`src/rtl/riscv_pkg.sv`:
```
// rtl/riscv_pkg.sv - RV32I opcodes, ID/EX register layout and source-usage helpers
package riscv_pkg;

   localparam int XLEN = 32;
   localparam int REGW = 5;

   localparam logic [6:0] OP_LOAD   = 7'b0000011;
   localparam logic [6:0] OP_STORE  = 7'b0100011;
   localparam logic [6:0] OP_BRANCH = 7'b1100011;
   localparam logic [6:0] OP_JAL    = 7'b1101111;
   localparam logic [6:0] OP_JALR   = 7'b1100111;
   localparam logic [6:0] OP_LUI    = 7'b0110111;
   localparam logic [6:0] OP_AUIPC  = 7'b0010111;
   localparam logic [6:0] OP_IMM    = 7'b0010011;
   localparam logic [6:0] OP_REG    = 7'b0110011;

   typedef struct packed {
      logic [XLEN-1:0] rd1;
      logic [XLEN-1:0] rd2;
      logic [XLEN-1:0] imm;
      logic [XLEN-1:0] pc;
      logic [XLEN-1:0] pc_plus4;
      logic [REGW-1:0] rs1;
      logic [REGW-1:0] rs2;
      logic [REGW-1:0] rd;
      logic [6:0]      opcode;
      logic [2:0]      funct3;
      logic            funct7b5;
      logic            is_load;
      logic            valid;
   } id_ex_t;

   function automatic logic uses_rs1(input logic [6:0] opcode);
      return (opcode == OP_REG) || (opcode == OP_IMM) || (opcode == OP_LOAD) ||
             (opcode == OP_STORE) || (opcode == OP_BRANCH) || (opcode == OP_JALR);
   endfunction

   function automatic logic uses_rs2(input logic [6:0] opcode);
      return (opcode == OP_REG) || (opcode == OP_STORE) || (opcode == OP_BRANCH);
   endfunction

endpackage

```
`src/rtl/imm_extend.sv`:
```
// rtl/imm_extend.sv - combinational RV32I immediate decode with sign extension
module imm_extend
   import riscv_pkg::*;
(
   input  logic [31:7] instr,
   input  logic [6:0]  opcode,
   output logic [31:0] imm
);

   always_comb begin
      imm = '0;
      case (opcode)
         OP_LOAD, OP_IMM, OP_JALR:
            imm = {{20{instr[31]}}, instr[31:20]};
         OP_STORE:
            imm = {{20{instr[31]}}, instr[31:25], instr[11:7]};
         OP_BRANCH:
            imm = {{19{instr[31]}}, instr[31], instr[7], instr[30:25], instr[11:8], 1'b0};
         OP_LUI, OP_AUIPC:
            imm = {instr[31:12], 12'b0};
         OP_JAL:
            imm = {{11{instr[31]}}, instr[31], instr[19:12], instr[20], instr[30:21], 1'b0};
         default:
            imm = '0;
      endcase
   end

endmodule

```
`src/rtl/decode_stage.sv`:
```
// rtl/decode_stage.sv - RV32I decode stage: IF/ID and ID/EX registers, load-use hazard stall
module decode_stage
   import riscv_pkg::*;
#(
   parameter int DATAWIDTH = 32,
   parameter int ADDRWIDTH = 5
) (
   input  logic                 clk,
   input  logic                 rst,
   input  logic [31:0]          instr_f,
   input  logic [DATAWIDTH-1:0] pc_f,
   input  logic [DATAWIDTH-1:0] pc_plus4_f,
   input  logic                 valid_f,
   input  logic                 flush,
   output logic [ADDRWIDTH-1:0] rs1_d,
   output logic [ADDRWIDTH-1:0] rs2_d,
   input  logic [DATAWIDTH-1:0] rd1_d,
   input  logic [DATAWIDTH-1:0] rd2_d,
   output logic                 stall_f,
   output logic [DATAWIDTH-1:0] rd1_e,
   output logic [DATAWIDTH-1:0] rd2_e,
   output logic [DATAWIDTH-1:0] imm_e,
   output logic [DATAWIDTH-1:0] pc_e,
   output logic [DATAWIDTH-1:0] pc_plus4_e,
   output logic [ADDRWIDTH-1:0] rs1_e,
   output logic [ADDRWIDTH-1:0] rs2_e,
   output logic [ADDRWIDTH-1:0] rd_e,
   output logic [6:0]           opcode_e,
   output logic [2:0]           funct3_e,
   output logic                 funct7b5_e,
   output logic                 is_load_e,
   output logic                 valid_e,
   output logic [31:0]          stall_count
);

   logic [31:0]          instr_d;
   logic [DATAWIDTH-1:0] pc_d;
   logic [DATAWIDTH-1:0] pc_plus4_d;
   logic                 valid_d;
   id_ex_t               ex_q;
   id_ex_t               ex_next;
   logic [31:0]          stall_cnt_q;

   logic [6:0]           opcode_d;
   logic [ADDRWIDTH-1:0] rd_d;
   logic [31:0]          imm_d;
   logic                 hz;

   assign opcode_d = instr_d[6:0];
   assign rs1_d    = instr_d[19:15];
   assign rs2_d    = instr_d[24:20];
   assign rd_d     = instr_d[11:7];

   imm_extend u_imm_extend (
      .instr  (instr_d[31:7]),
      .opcode (opcode_d),
      .imm    (imm_d)
   );

   // Only a valid load with a nonzero destination can block a consumer in decode.
   assign hz = valid_d && ex_q.valid && ex_q.is_load && (ex_q.rd != '0) &&
               ((uses_rs1(opcode_d) && (rs1_d == ex_q.rd)) ||
                (uses_rs2(opcode_d) && (rs2_d == ex_q.rd)));

   assign stall_f = hz && !flush;

   always_comb begin
      ex_next          = '0;
      ex_next.rd1      = rd1_d;
      ex_next.rd2      = rd2_d;
      ex_next.imm      = imm_d;
      ex_next.pc       = pc_d;
      ex_next.pc_plus4 = pc_plus4_d;
      ex_next.rs1      = rs1_d;
      ex_next.rs2      = rs2_d;
      ex_next.rd       = valid_d ? rd_d : '0;
      ex_next.opcode   = opcode_d;
      ex_next.funct3   = instr_d[14:12];
      ex_next.funct7b5 = instr_d[30];
      ex_next.is_load  = valid_d && (opcode_d == OP_LOAD);
      ex_next.valid    = valid_d;
   end

   always_ff @(posedge clk) begin
      if (rst) begin
         instr_d     <= '0;
         pc_d        <= '0;
         pc_plus4_d  <= '0;
         valid_d     <= 1'b0;
         ex_q        <= '0;
         stall_cnt_q <= '0;
      end else if (flush) begin
         instr_d     <= '0;
         pc_d        <= '0;
         pc_plus4_d  <= '0;
         valid_d     <= 1'b0;
         ex_q        <= '0;
      end else if (hz) begin
         // IF/ID holds the consumer; execute gets an all-zero bubble.
         ex_q <= '0;
         if (stall_cnt_q != 32'hFFFF_FFFF) begin
            stall_cnt_q <= stall_cnt_q + 32'd1;
         end
      end else begin
         instr_d    <= instr_f;
         pc_d       <= pc_f;
         pc_plus4_d <= pc_plus4_f;
         valid_d    <= valid_f;
         ex_q       <= ex_next;
      end
   end

   assign rd1_e       = ex_q.rd1;
   assign rd2_e       = ex_q.rd2;
   assign imm_e       = ex_q.imm;
   assign pc_e        = ex_q.pc;
   assign pc_plus4_e  = ex_q.pc_plus4;
   assign rs1_e       = ex_q.rs1;
   assign rs2_e       = ex_q.rs2;
   assign rd_e        = ex_q.rd;
   assign opcode_e    = ex_q.opcode;
   assign funct3_e    = ex_q.funct3;
   assign funct7b5_e  = ex_q.funct7b5;
   assign is_load_e   = ex_q.is_load;
   assign valid_e     = ex_q.valid;
   assign stall_count = stall_cnt_q;

endmodule

```
`config.mk`:
```
export PLATFORM = sky130hd
export DESIGN_NAME = decode_stage
export DESIGN_NICKNAME = d
export VERILOG_FILES = /design/src/rtl/riscv_pkg.sv /design/src/rtl/imm_extend.sv /design/src/rtl/decode_stage.sv
export SDC_FILE = /design/constraint.sdc
export NUM_CORES = 1
export LEC_CHECK = 0
export BUFFER_PORTS_ARGS = -buffer_cell sky130_fd_sc_hd__buf_4
export CORE_MARGIN = 3
export CORE_UTILIZATION = 30
export CTS_CLUSTER_SIZE = 24
export DETAILED_ROUTE_END_ITERATION = 8
export PLACE_DENSITY = 0.59
export SYNTH_ARGS = -nofsm -noshare
export SYNTH_HDL_FRONTEND = slang
export SYNTH_SLANG_ARGS = --single-unit
```
`constraint.sdc`:
```
create_clock -name clk -period 3.4 [get_ports clk]
set_input_delay 1.02 -clock clk [delete_from_list [all_inputs] [get_ports clk]]
set_output_delay 1.02 -clock clk [all_outputs]
set_load 0.01 [all_outputs]
```
Word-level counts from Yosys, hierarchy flattened
Cells that the tools add are included.
{"block": "totals", "register_bits": 317, "out_inout_bits": 231, "word_cells": 58}
{"block": "op_classes", "n_addsub": 1, "eq_ne": 12, "n_mux": 1, "n_bitwise": 2, "reduce_logical": 24}
{"operator": "case mux 32 bit (5 select lines)", "n": 1}
{"operator": "adder 32 x 1 -> 32 bit, second input constant", "n": 1}
{"operator": "!= test 32 bit, second input constant", "n": 1}
{"operator": "equality test 7 x 6 -> 1 bit, second input constant", "n": 3}
{"operator": "equality test 7 bit, second input constant", "n": 3}
{"operator": "equality test 7 x 5 -> 1 bit, second input constant", "n": 2}
{"operator": "equality test 5 bit", "n": 2}
{"operator": "logical AND 1 bit", "n": 8}
{"operator": "logical OR 1 bit", "n": 8}
{"operator": "equality test 7 x 2 -> 1 bit, second input constant", "n": 1}
{"operator": "OR reduction 3 bit", "n": 2}
{"operator": "nonzero test 5 bit", "n": 1}
{"operator": "OR reduction 2 bit", "n": 2}
{"operator": "OR reduction 4 bit", "n": 1}
{"operator": "AND reduction 3 bit", "n": 1}
{"operator": "NOT 1 bit", "n": 2}
{"operator": "logical NOT 1 bit", "n": 1}

Depth between registers and ports, before layout
Gate-level depths: netlist of run 1.
{"block": "logic_depth", "depth_word": 10, "ltp_mapped": 10}

Hierarchy
From an unflattened synthesis of run 1, not the netlist that was laid out.
{"block": "unflattened", "hier_cells": 1046, "hier_area_um2": 10958.0}
{"module": "decode_stage", "n_inst": 1, "cells_each": 967, "area_per_inst_um2": 10411.2, "seq_area_each_um2": 6346.1}
{"module": "imm_extend", "n_inst": 1, "cells_each": 79, "area_per_inst_um2": 546.8, "seq_area_each_um2": 0.0}

Least setup slack after synthesis of run 1
Ideal clock, no wire load.
{"block": "synth_timing", "path_type": "register -> output", "from": "register instr_d[2]", "to": "output port stall_f", "arrival_time_ps": 1964, "slack_ps": 416, "path_stages_with_launch": 10, "path_buffers": 4, "path_cell_list": "dfxtp_1 -> clkbuf_1 -> and4bb_2 -> nand3_1 -> o22ai_4 -> and2_1 -> buf_2 -> buf_2 -> buf_2 -> nor2b_1"}
{"block": "synth_between", "elab_chain_cells": 10, "word_cells_on_any_way": 18, "classes_between": "eq/ne: 6; reduce/logical: 12"}
{"item": "start, declared", "line_no": "decode_stage.sv:36", "rtl": "logic [31:0] instr_d;"}
{"item": "start signal, assigned", "line_no": "decode_stage.sv:105", "rtl": "instr_d <= instr_f;"}
{"item": "equality test 7 x 6 -> 1 bit / equality test 7 x 5 -> 1 bit (equally long branches)", "line_no": "riscv_pkg.sv:34, riscv_pkg.sv:39"}
{"item": "logical OR 1 bit (3 in series)", "line_no": "riscv_pkg.sv:34", "rtl": "return (opcode == OP_REG) || (opcode == OP_IMM) || (opcode == OP_LOAD) ||"}
{"item": "logical OR 1 bit (2 in series)", "line_no": "riscv_pkg.sv:35", "rtl": "(opcode == OP_STORE) || (opcode == OP_BRANCH) || (opcode == OP_JALR);"}
{"item": "logical AND 1 bit", "line_no": "decode_stage.sv:62", "rtl": "((uses_rs1(opcode_d) && (rs1_d == ex_q.rd)) ||"}
{"item": "logical OR 1 bit *", "line_no": "decode_stage.sv:62"}
{"item": "logical AND 1 bit *", "line_no": "decode_stage.sv:61", "rtl": "assign hz = valid_d && ex_q.valid && ex_q.is_load && (ex_q.rd != '0) &&"}
{"item": "logical AND 1 bit *", "line_no": "decode_stage.sv:65", "rtl": "assign stall_f = hz && !flush;"}
{"item": "end, declared", "line_no": "decode_stage.sv:19", "rtl": "output logic stall_f,"}
Every way passes the cells marked *; elsewhere a longest branch is shown, timed or not.

Worst setup path after layout of run 1
{"block": "layout_timing", "from": "register ex_q, in the netlist rd_e[1]", "to": "output port stall_f"}
{"block": "layout_between", "elab_chain_cells": 5, "word_cells_on_any_way": 9, "classes_between": "eq/ne: 2; reduce/logical: 7"}
{"item": "start, declared", "line_no": "decode_stage.sv:40", "rtl": "id_ex_t ex_q;"}
{"item": "start signal, assigned", "line_no": "decode_stage.sv:109", "rtl": "ex_q <= ex_next;"}
{"item": "equality test 5 bit, on equally long branches", "line_no": "decode_stage.sv:62, decode_stage.sv:63"}
{"item": "logical AND 1 bit, on equally long branches", "line_no": "decode_stage.sv:62, decode_stage.sv:63"}
{"item": "logical OR 1 bit", "line_no": "decode_stage.sv:62"}
{"item": "logical AND 1 bit *", "line_no": "decode_stage.sv:61"}
{"item": "logical AND 1 bit *", "line_no": "decode_stage.sv:65"}
Marks and branches as above.

==> flow_metrics.py, run 1 <==
metrics = {
    "synthesis": {
        "async_flop_share_pct": 0,
        "postSynthNetCount": 1270,
        "yosysWarnings": 0,
        "synth.top_cell.area_share_pct": 60.5,
        "synth_area_leaders": "dfxtp_1 (61%), and2_1 (9.1%), nand2_1 (7.8%)",
        "ys_types": 51,
        "synth_top_flop_cell": "dfxtp_1",
        "netlist_instances": 1105,
        "yosysMostFrequentCell": "dfxtp_1",
        "netlist_area_um2": 10500,
        "yosysTopAreaCell": "dfxtp_1",
        "synth_edf_count": 0,
        "synth_common_cells": "dfxtp_1 (317), nand2_1 (218), and2_1 (153)",
        "synth.avg_cell_area_um2": 9.49,
        "ys_ff_latch": 317,
        "seq_area_frac_synth_pct": 60.5,
    },
    "final_layout": {
        "fin_area_um2": 15100,
        "finalNetCount": 1638,
        "fin_cells": 1948,
        "syn_to_final_growth_pct": 43.8,
        "n_antenna_cell": 0,
        "drive_gt1_share_pct": 32.7,
    },
    "setup_path": {
        "cp-startpoint": "rd_e[1]$_SDFF_PP0_",
        "max_stage_delay_ns": 0.58,
        "r2r-start": "instr_d[6]$_SDFFE_PP0N_",
        "path_cells": "or4_1, o2111ai_4, inv_2, and2_4, nor2b_1, buf_4",
        "crit_type": "reg2out",
        "cp_max_fo": 4,
        "worstSetupEndpointType": "output pin",
        "critical_path_required_ns": 2.38,
        "cp_slowest_cell": "or4_1",
        "start_kind": "flip-flop",
        "arrival_ns": 2.24,
    },
    "sta": {
        "tightest_slew_ns": 0.701,
        "final.setup.tns_ns": 0,
        "relSlewSlack_pct": 52.9,
        "final.min_clock_period_ns": 3.26,
        "finalHoldViolations": 0,
        "post-route-period-util_pct": 95.9,
        "finalSetupViolCount": 0,
        "layout_setup_ws_ns": 0.139,
        "fin_skew_ns": 0.0223,
        "slew_violations": 0,
        "maxClockFrequency_mhz": 307,
        "rsz0062_at_grt": "no",
    },
    "drt": {
        "wl_met2_um": 15100,
        "vias": 8770,
        "drc": 0,
        "wl_met3_um": 3480,
        "wirelength_met1_um": 12900,
        "routedWlPerCell_um": 16.6,
        "wl_um": 32200,
        "dr.max_layer_used": "met4",
        "drt_iter0_markers": 284,
        "dr.pass1.iters": 4,
        "avgViaCountPerCell": 4.50,
        "detail-route-antenna-nets": 0,
    },
    "placed_design": {
        "dp_hpwl_um": 22500,
        "post-place-cells": 1883,
        "postPlaceCellArea_um2": 13800,
        "gp_congestion": 0.803,
        "io_buffers": 394,
        "pre_cts_ws_ns": 0.549,
    },
    "global_routing": {
        "grt_max_degree": 98,
        "antenna_found_initial": 0,
        "grt_pass1_vias": 8691,
        "grt_first_pass_wirelength_um": 47900,
        "track_usage_pct": 16.3,
        "overflow": 0,
    },
    "job": {
        "maxCapViolCount": 0,
    },
    "run_status": {
        "status": "finished clean",
    },
    "power": {
        "power_density_nw_per_um2": 552,
        "ir_worst_vdd_mv": 0.466,
        "leakage_nw": 6.78,
    },
    "die": {
        "dieHeight_um": 193,
        "dieArea_um2": 37200,
        "start_util_pct": 30.9,
        "num_rows": 67,
        "coreArea_um2": 34000,
        "die_x_um": 193,
        "ios": 395,
    },
    "clocking": {
        "cts_sinks": 317,
        "clk_path_buf_depth": 3,
        "root_buffer": "clkbuf_16",
        "cts_hold_buf": 0,
        "clock_latency_ns": 0.51,
        "cts.reportedPaths.clkPinSlew_ns": 0.06,
        "cts_tree": "built",
        "cts_made_buffers": 36,
        "cts.htree.levels": 2,
    },
    "worst_hold_path": {
        "hp-start": "pc_d[20]$_SDFFE_PP0N_",
        "hold_path.class": "reg2reg",
    },
}
==> flip-flops by register name, indices dropped and copies added (netlist names) <==
register / count
pc_plus4_e: 32
pc_e: 32
rd1_e: 32
opcode_e: 7
pc_plus4_d: 32
is_load_e: 1
rd2_e: 32
funct7b5_e: 1
rd_e: 5
valid_d: 1
rs2_e: 5
funct3_e: 3
stall_count: 32
rs1_e: 5
valid_e: 1
pc_d: 32
instr_d: 32
imm_e: 32
==> timing repair <==
| item | in CTS | in global routing |
|---|---|---|
| resized for setup | 1 | 1 |
| cloned | 0 | 0 |
| buffers inserted | 0 | 0 |
| setup endpoints to repair | 1 | 1 |
==> placed cells by master (no fill, tap or decap), types with 3 or more instances in the layout <==
cell / netlist / routed
a22oi_1: 5 / 5
clkbuf_1: 50 / 3
nor2_1: 41 / 41
nand3_1: 20 / 20
o31ai_1: 5 / 5
nand2_1: 218 / 217
clkbuf_16: 0 / 36
bufinv_16: 0 / 4
nand2b_1: 3 / 3
xor2_1: 11 / 11
xnor2_1: 12 / 12
or4_1: 6 / 6
and2_1: 153 / 152
clkinv_2: 0 / 5
dfxtp_1: 317 / 317
clkbuf_8: 0 / 11
mux2_2: 6 / 6
nor3_1: 6 / 6
a21oi_1: 127 / 127
buf_4: 10 / 404
nand4_1: 15 / 15
inv_1: 10 / 9
nor2b_1: 7 / 7
and3_1: 16 / 16
o21ai_0: 9 / 9
or3_1: 8 / 8
nor4_1: 4 / 4
buf_12: 0 / 3
==> per-stage QoR <==
step | hold WS, ns | power (mW) | utilization [%]
final | 0.443 | 8.32 | 44.4
after global routing | 0.465 | 8.62 | 44.4
after CTS | 0.448 | 8.44 | 44.4
after floorplan | 0.430 | 4.09 | -
after detailed placement | 0.440 | 4.37 | 40.6
after global placement | 0.434 | 4.36 | 40.6
==> logic make-up (layout without fill, tap and decap cells) <==
group	Yosys count	after routing	synth area share, %
AO/OA/AOI/OAI	158	158	8.39
flip-flops	317	317	60.5
buffers and inverters	87	482	3.69
XOR/XNOR	23	23	1.92
multiplexers	7	7	0.740
AND/OR/NAND/NOR	512	512	24.6
adder cells (fa/ha/maj)	1	1	0.119
==> layer usage <==
| metal | GRT usage (%) | vias to the layer above |
|---|---|---|
| li1 | - | 4320 |
| met1 | 19.1 | 4076 |
| met2 | 27.5 | 320 |
| met3 | 6.29 | 54 |
| met4 | 4.92 | 0 |
| met5 | 0 | - |
==> report_power, final <==
part	switching (mW)	internal, mW
clock network	1.54	2.50
registers	0.0485	3.81
logic	0.181	0.239
total	1.77	6.55
==> worst paths after layout <==
kind                            cells past startpoint  slack, ns                           end
worst max-delay path                                6       0.14                       stall_f
worst max register to register                      6       0.69  stall_count[22]$_SDFFE_PP0P_
worst min-delay path                                1       0.44           pc_e[20]$_SDFF_PP0_
worst min register to register                      1       0.44           pc_e[20]$_SDFF_PP0_
==> worst max-delay path: cells and delay by family (launching register included) <==
kind / cells / cell delay (ns)
flip-flops: 1 / 0.35
buffers and inverters: 2 / 0.25
AND/OR/NAND/NOR: 3 / 0.88
AO/OA/AOI/OAI: 1 / 0.25
==> layout make-up <==
type / count / area, µm²
clock buffers: 50 / 1060
clock inverters: 15 / 203
fillers: 3341 / 18900
inverters: 10 / 37.5
multi-input cells: 701 / 3770
flip-flops and latches: 317 / 6350
well taps: 448 / 561
repair buffers: 407 / 3090
Note: power is estimated with default switching activity, not from simulation.
==> run 2, diff against run 1 <==
ABC_AREA = 1   (was default)
CTS_CLUSTER_DIAMETER = 100   (was default)
PLACE_DENSITY = 0.58   (was 0.59)
==> run 2 against run 1 <==
  * Die area rose by 9.8%
  * Global-route usage grew 0.78 points
  * Total power is 20% lower
  * Utilization is 4.2 points lower
  * Register-to-register slack improved by 0.08 ns
  * Critical path type unchanged
  * Maximum frequency grew 5.0%
  * Clock skew grew 0.0027 ns
  * Non-clock buffer count rose by 2
  * Worst hold slack lost 0.0099 ns
  * Via count rose by 12%
  * Worst setup slack better by 0.16 ns
  * Flip-flop and latch count is the same
==> flow_metrics.py, run 2 <==
metrics = {
    "run_status": {
        "status": "finished clean",
    },
    "final_layout": {
        "post-route-util_pct": 40.2,
        "drive_gt1_share_pct": 30.2,
        "layout_common_cells": "buf_4 (405), dfxtp_1 (317), nor2_1 (251)",
        "fillCellCount": 3887,
        "syn_to_final_growth_pct": 31.8,
        "finalNetCount": 1886,
        "final_common_cell": "buf_4",
    },
    "clocking": {
        "cts_resized": 0,
        "cts.reportedPaths.clkPinSlew_ns": 0.10,
        "cts_tree": "built",
        "root_buffer": "clkbuf_16",
        "cts.htree.levels": 1,
        "clk_path_buf_depth": 3,
        "clock_latency_ns": 0.52,
        "cts_hold_buf": 0,
        "cts_sinks": 317,
        "cts_made_buffers": 17,
        "postCtsSetupBuffers": 0,
    },
    "drt": {
        "dr.pass1.iters": 5,
        "vias": 9839,
        "drc": 0,
        "drt_iter0_markers": 526,
        "detail-route-antenna-nets": 0,
        "routedWlPerCell_um": 16.4,
        "avgViaCountPerCell": 4.40,
        "wl_um": 36600,
    },
    "synthesis": {
        "yosysWarnings": 0,
        "netlist_instances": 1371,
        "async_flop_share_pct": 0,
        "synth.avg_cell_area_um2": 8.42,
        "ys_ff_latch": 317,
        "yosysMostFrequentCell": "dfxtp_1",
        "synth.top_cell.area_share_pct": 55.0,
        "netlist_area_um2": 11500,
        "yosysTopAreaCell": "dfxtp_1",
        "synth_top_flop_cell": "dfxtp_1",
        "postSynthNetCount": 1536,
        "synth_area_leaders": "dfxtp_1 (55%), nor2_1 (8.2%), nand2_1 (6.5%)",
        "synth_edf_count": 0,
        "synth_common_cells": "dfxtp_1 (317), nor2_1 (252), nand2_1 (199)",
        "seq_area_frac_synth_pct": 55.0,
        "ys_types": 33,
    },
    "die": {
        "ios": 395,
        "dieArea_um2": 40900,
        "dieHeight_um": 202,
        "die_x_um": 202,
        "coreArea_um2": 37800,
        "start_util_pct": 30.5,
        "num_rows": 71,
    },
    "global_routing": {
        "antenna_found_initial": 2,
        "track_usage_pct": 17.0,
        "grt_max_degree": 111,
        "grt_pass1_vias": 9577,
        "overflow": 0,
        "grt_first_pass_wirelength_um": 55500,
    },
    "sta": {
        "final.min_clock_period_ns": 3.11,
        "rsz0062_at_grt": "no",
        "tightest_slew_ns": 0.928,
        "relSlewSlack_pct": 38.0,
        "finalHoldViolations": 0,
        "final.setup.tns_ns": 0,
        "post-route-period-util_pct": 91.3,
        "fin_skew_ns": 0.0249,
        "finalSetupViolCount": 0,
        "slew_violations": 0,
        "maxClockFrequency_mhz": 322,
        "layout_setup_ws_ns": 0.294,
    },
    "worst_hold_path": {
        "whs_endpoint": "pc_e[18]$_SDFF_PP0_",
        "hp-start": "pc_d[18]$_SDFFE_PP0N_",
        "holdPathStages": 2,
        "hold_path.class": "reg2reg",
    },
    "setup_path": {
        "cp_slowest_cell": "dfxtp_1",
        "start_kind": "flip-flop",
        "max_stage_delay_ns": 0.41,
        "cp_num_buf_inv": 3,
        "rr_worst_depth": 10,
        "critical_path_required_ns": 2.38,
        "path_cells": "inv_1, nand2_1, o21ai_0, nor2_1, nand3_4, a21oi_4, nand2_1, inv_1, buf_4",
        "crit_family": "simple AND/OR/NAND/NOR gates",
        "crit_type": "reg2out",
        "path_depth": 9,
        "cp_max_fo": 4,
        "r2r_end": "pc_d[24]$_SDFFE_PP0N_",
        "worstSetupEndpointType": "output pin",
        "arrival_ns": 2.09,
        "reg2reg_setup_slack_ns": 0.77,
        "r2r-start": "instr_d[19]$_SDFFE_PP0N_",
    },
    "placed_design": {
        "io_buffers": 394,
        "dp_hpwl_um": 27200,
        "pre_cts_ws_ns": 0.790,
        "gp_congestion": 0.859,
    },
    "power": {
        "leakage_nw": 6.66,
        "p_total_mw": 6.66,
        "ir_worst_vdd_mv": 0.236,
        "power_density_nw_per_um2": 438,
    },
    "job": {
        "maxCapViolCount": 0,
    },
}
## run 2: cell types whose count changed in the layout (fill, tap and decap cells not counted), sizes merged, moves of 16 or more
cell,change
o21ai,+87
and3,-16
nand4,+26
nor2,+216
and2,-153
inv,+172
clkbuf,-32
## run 2: worst max path at each step
stage,start,to
6_report,instr_d[19]$_SDFFE_PP0N_,stall_f
5_1_grt,instr_d[19]$_SDFFE_PP0N_,stall_f
4_1_cts,instr_d[22]$_SDFFE_PP0N_,stall_f
3_5_place_dp,rd_e[3]$_SDFF_PP0_,pc_d[12]$_SDFFE_PP0N_
3_3_place_gp,rd_e[0]$_SDFF_PP0_,pc_d[2]$_SDFFE_PP0N_
2_1_floorplan,flush,stall_f
## run 2: logic make-up after synthesis
logic type | after synthesis | share of synthesized area [%]
fa+ha+maj | 1 | 0.108
simple gates | 529 | 19.3
flops | 317 | 55.0
buf+inv | 262 | 11.3
xor+xnor | 15 | 1.14
compound gates | 247 | 13.2
## run 2: area by class of cell
class                           instances  area [µm²]  area share (%)
Tap cell                              511         639            4.20
Antenna cell                            1        2.50          0.0164
Clock buffer                           18         439            2.88
Inverter                              184         691            4.54
Sequential cell                       317        6350            41.7
Clock inverter                          3        71.3           0.468
Timing Repair Buffer                  409        3120            20.5
Multi-Input combinational cell        792        3910            25.7
## run 2: power by group
group | internal, mW | total (mW) | leakage (nW) | switching [mW]
Clock | 1.09 | 2.32 | 0.251 | 1.23
Sequential | 3.80 | 3.84 | 2.58 | 0.0349
Combinational | 0.251 | 0.501 | 3.83 | 0.250
## run 2: metal layers
metal,routed length (µm),part of all wire [%],global-route usage (%),vias up
met5,17,0.046,0,-
met4,916,2.5,4.58,2
met3,3240,8.8,5.56,39
met2,17400,48,29.0,323
met1,15000,41,20.8,4506
li1,-,-,-,4969
## run 2: worst reg2reg max path: stages (launching register included)
cell and delay (ns):
dfxtp_1 0.41, inv_1 0.10, nand2_1 0.06, o21ai_0 0.07
nor2_1 0.24, nand3_4 0.14, a21oi_4 0.21, buf_12 0.49
buf_4 0.53, o21ai_0 0.14, a21oi_1 0.14
## run 2: per-stage QoR
step	area (µm²)	hold WS, ns	std cells
global placement	14700	0.424	2213
detailed placement	14700	0.426	2213
global route	15200	0.453	2235
CTS	15200	0.435	2234
floorplan	11500	0.408	1371
finish	15200	0.433	2235
==> run 3, diff against run 2 <==
CORE_UTILIZATION = 45   (was 30)
PLACE_DENSITY = 0.79   (was 0.58)
==> run 3 against run 2 <==
  * Flip-flop and latch count stayed put
  * Maximum frequency grew 0.58%
  * Total power down 3.4%
  * Clock-buffer cell count decreased by 1
  * Cell count down 8.6%
  * Non-clock buffer count fell by 4
  * First-iteration DRC count is 48% higher
  * Worst setup slack improved by 0.018 ns
==> flow_metrics.py, run 3 (synthesis gave the netlist of run 2 again) <==
metrics = {
    "run_status": {
        "status": "finished clean",
    },
    "global_routing": {
        "grt_max_degree": 138,
        "track_usage_pct": 23.2,
        "grt_pass1_vias": 9491,
        "antenna_found_initial": 3,
        "overflow": 0,
        "grt_first_pass_wirelength_um": 52300,
    },
    "drt": {
        "wl_um": 33700,
        "drt_iter0_markers": 779,
        "vias": 9901,
        "dr.pass1.iters": 4,
        "drc": 0,
        "avgViaCountPerCell": 4.85,
        "routedWlPerCell_um": 16.5,
        "detail-route-antenna-nets": 0,
    },
    "power": {
        "leakage_nw": 6.61,
        "ir_worst_vdd_mv": 0.380,
        "power.internal_mw": 4.97,
        "p_sw_mw": 1.47,
        "power_density_nw_per_um2": 432,
        "pwr-share-seq_pct": 59.7,
        "combPwrFrac_pct": 7.6,
        "p_sw_share_pct": 22.8,
        "p_clk_share_pct": 32.7,
    },
    "clocking": {
        "cts_resized": 0,
        "postCtsSetupBuffers": 0,
        "clock_latency_ns": 0.51,
        "cts.htree.levels": 1,
        "cts.reportedPaths.clkPinSlew_ns": 0.10,
        "cts_hold_buf": 0,
        "clk_path_buf_depth": 3,
        "cts_sinks": 317,
        "root_buffer": "clkbuf_16",
        "cts_made_buffers": 17,
        "cts_tree": "built",
    },
    "placed_design": {
        "dp_hpwl_um": 24800,
        "io_buffers": 394,
        "gp_congestion": 0.897,
    },
    "sta": {
        "rsz0062_at_grt": "no",
        "fin_skew_ns": 0.0233,
        "tightest_slew_ns": 0.900,
        "maxClockFrequency_mhz": 324,
        "finalSetupViolCount": 0,
        "final.min_clock_period_ns": 3.09,
        "finalHoldViolations": 0,
        "slew_violations": 0,
        "relSlewSlack_pct": 39.9,
        "post-route-period-util_pct": 90.8,
        "final.setup.tns_ns": 0,
    },
    "setup_path": {
        "worstSetupEndpointType": "output pin",
        "cp-startpoint": "rd_e[2]$_SDFF_PP0_",
        "r2r-start": "rd_e[2]$_SDFF_PP0_",
        "crit_type": "reg2out",
        "start_kind": "flip-flop",
        "arrival_ns": 2.07,
        "critical_path_required_ns": 2.38,
        "cp_max_fo": 4,
    },
    "final_layout": {
        "layout_common_cells": "buf_4 (402), dfxtp_1 (317), nor2_1 (251)",
        "post-route-util_pct": 60.1,
        "fillCellCount": 2212,
        "finalNetCount": 1882,
        "multi_input_area_um2": 3910,
        "syn_to_final_growth_pct": 28.9,
        "seqCellArea_um2": 6350,
        "drive_gt1_share_pct": 29.9,
        "final_common_cell": "buf_4",
    },
    "die": {
        "dieHeight_um": 166,
        "ios": 395,
        "num_rows": 57,
        "dieArea_um2": 27600,
        "coreArea_um2": 24700,
        "start_util_pct": 46.7,
        "die_x_um": 166,
    },
    "worst_hold_path": {
        "hp-start": "pc_d[9]$_SDFFE_PP0N_",
        "hold_path.class": "reg2reg",
    },
    "job": {
        "maxCapViolCount": 0,
    },
}
run 3: changes by cell type in the layout (fill, tap and decap cells not counted), sizes merged:
cell,before,now
clkbuf,18,17
bufinv,2,0
clkinv,1,2
buf,409,405
run 3: cell type report:
class                      instances  area share, %
inverter                         184           4.64
clock inverter                     2          0.143
sequential                       317           42.6
clock buffer                      17           2.86
antenna                            1         0.0168
tap                              324           2.72
multi-input combinational        792           26.3
timing repair buffer             405           20.7
run 3: power by group through the flow:
stage          Sequential [mW]  Clock [mW]  Combinational (mW)
2_1_floorplan             3.94           0               0.204
6_report                  3.84        2.11               0.488
3_5_place_dp              3.93           0               0.491
3_3_place_gp              3.92           0               0.484
4_1_cts                   3.84        2.16               0.494
5_1_grt                   3.85        2.28               0.535
run 3: per-stage QoR:
stage | worst slack [ns] | cell area [µm²] | hold WS, ns | instances | power [mW]
floorplan | 0.805 | 11500 | 0.408 | 1371 | 4.15
global placement | 0.902 | 14400 | 0.411 | 2022 | 4.41
detailed placement | 0.862 | 14400 | 0.421 | 2022 | 4.42
CTS | 0.301 | 14900 | 0.440 | 2041 | 6.49
global route | 0.146 | 14900 | 0.458 | 2042 | 6.66
finish | 0.312 | 14900 | 0.435 | 2042 | 6.43
run 3: worst paths after layout:
| kind | endpoint | slack, ns | depth (start not counted) |
|---|---|---|---|
| hold / removal | pc_e[9]$_SDFF_PP0_ | 0.43 | 2 |
| hold reg to reg | pc_e[9]$_SDFF_PP0_ | 0.43 | 2 |
| setup reg to reg | instr_d[21]$_SDFFE_PP0N_ | 0.90 | 11 |
| setup / recovery | stall_f | 0.31 | 11 |
run 3: critical path, stage by stage (launching register included):
cell	delay, ns
dfxtp_1	0.37
inv_1	0.11
nand2_1	0.07
nand2_1	0.05
inv_1	0.04
nand2_1	0.04
nor2_1	0.20
nand3_4	0.15
a21oi_4	0.27
nand2_1	0.08
inv_1	0.06
buf_4	0.11
run 3: routing by layer:
layer / vias up / part of all wire, % / GRT usage [%]
met5: - / 0.083 / 0
met2: 339 / 50 / 41.4
li1: 4948 / - / -
met3: 58 / 7.1 / 5.81
met4: 4 / 3.9 / 8.14
met1: 4552 / 39 / 26.9
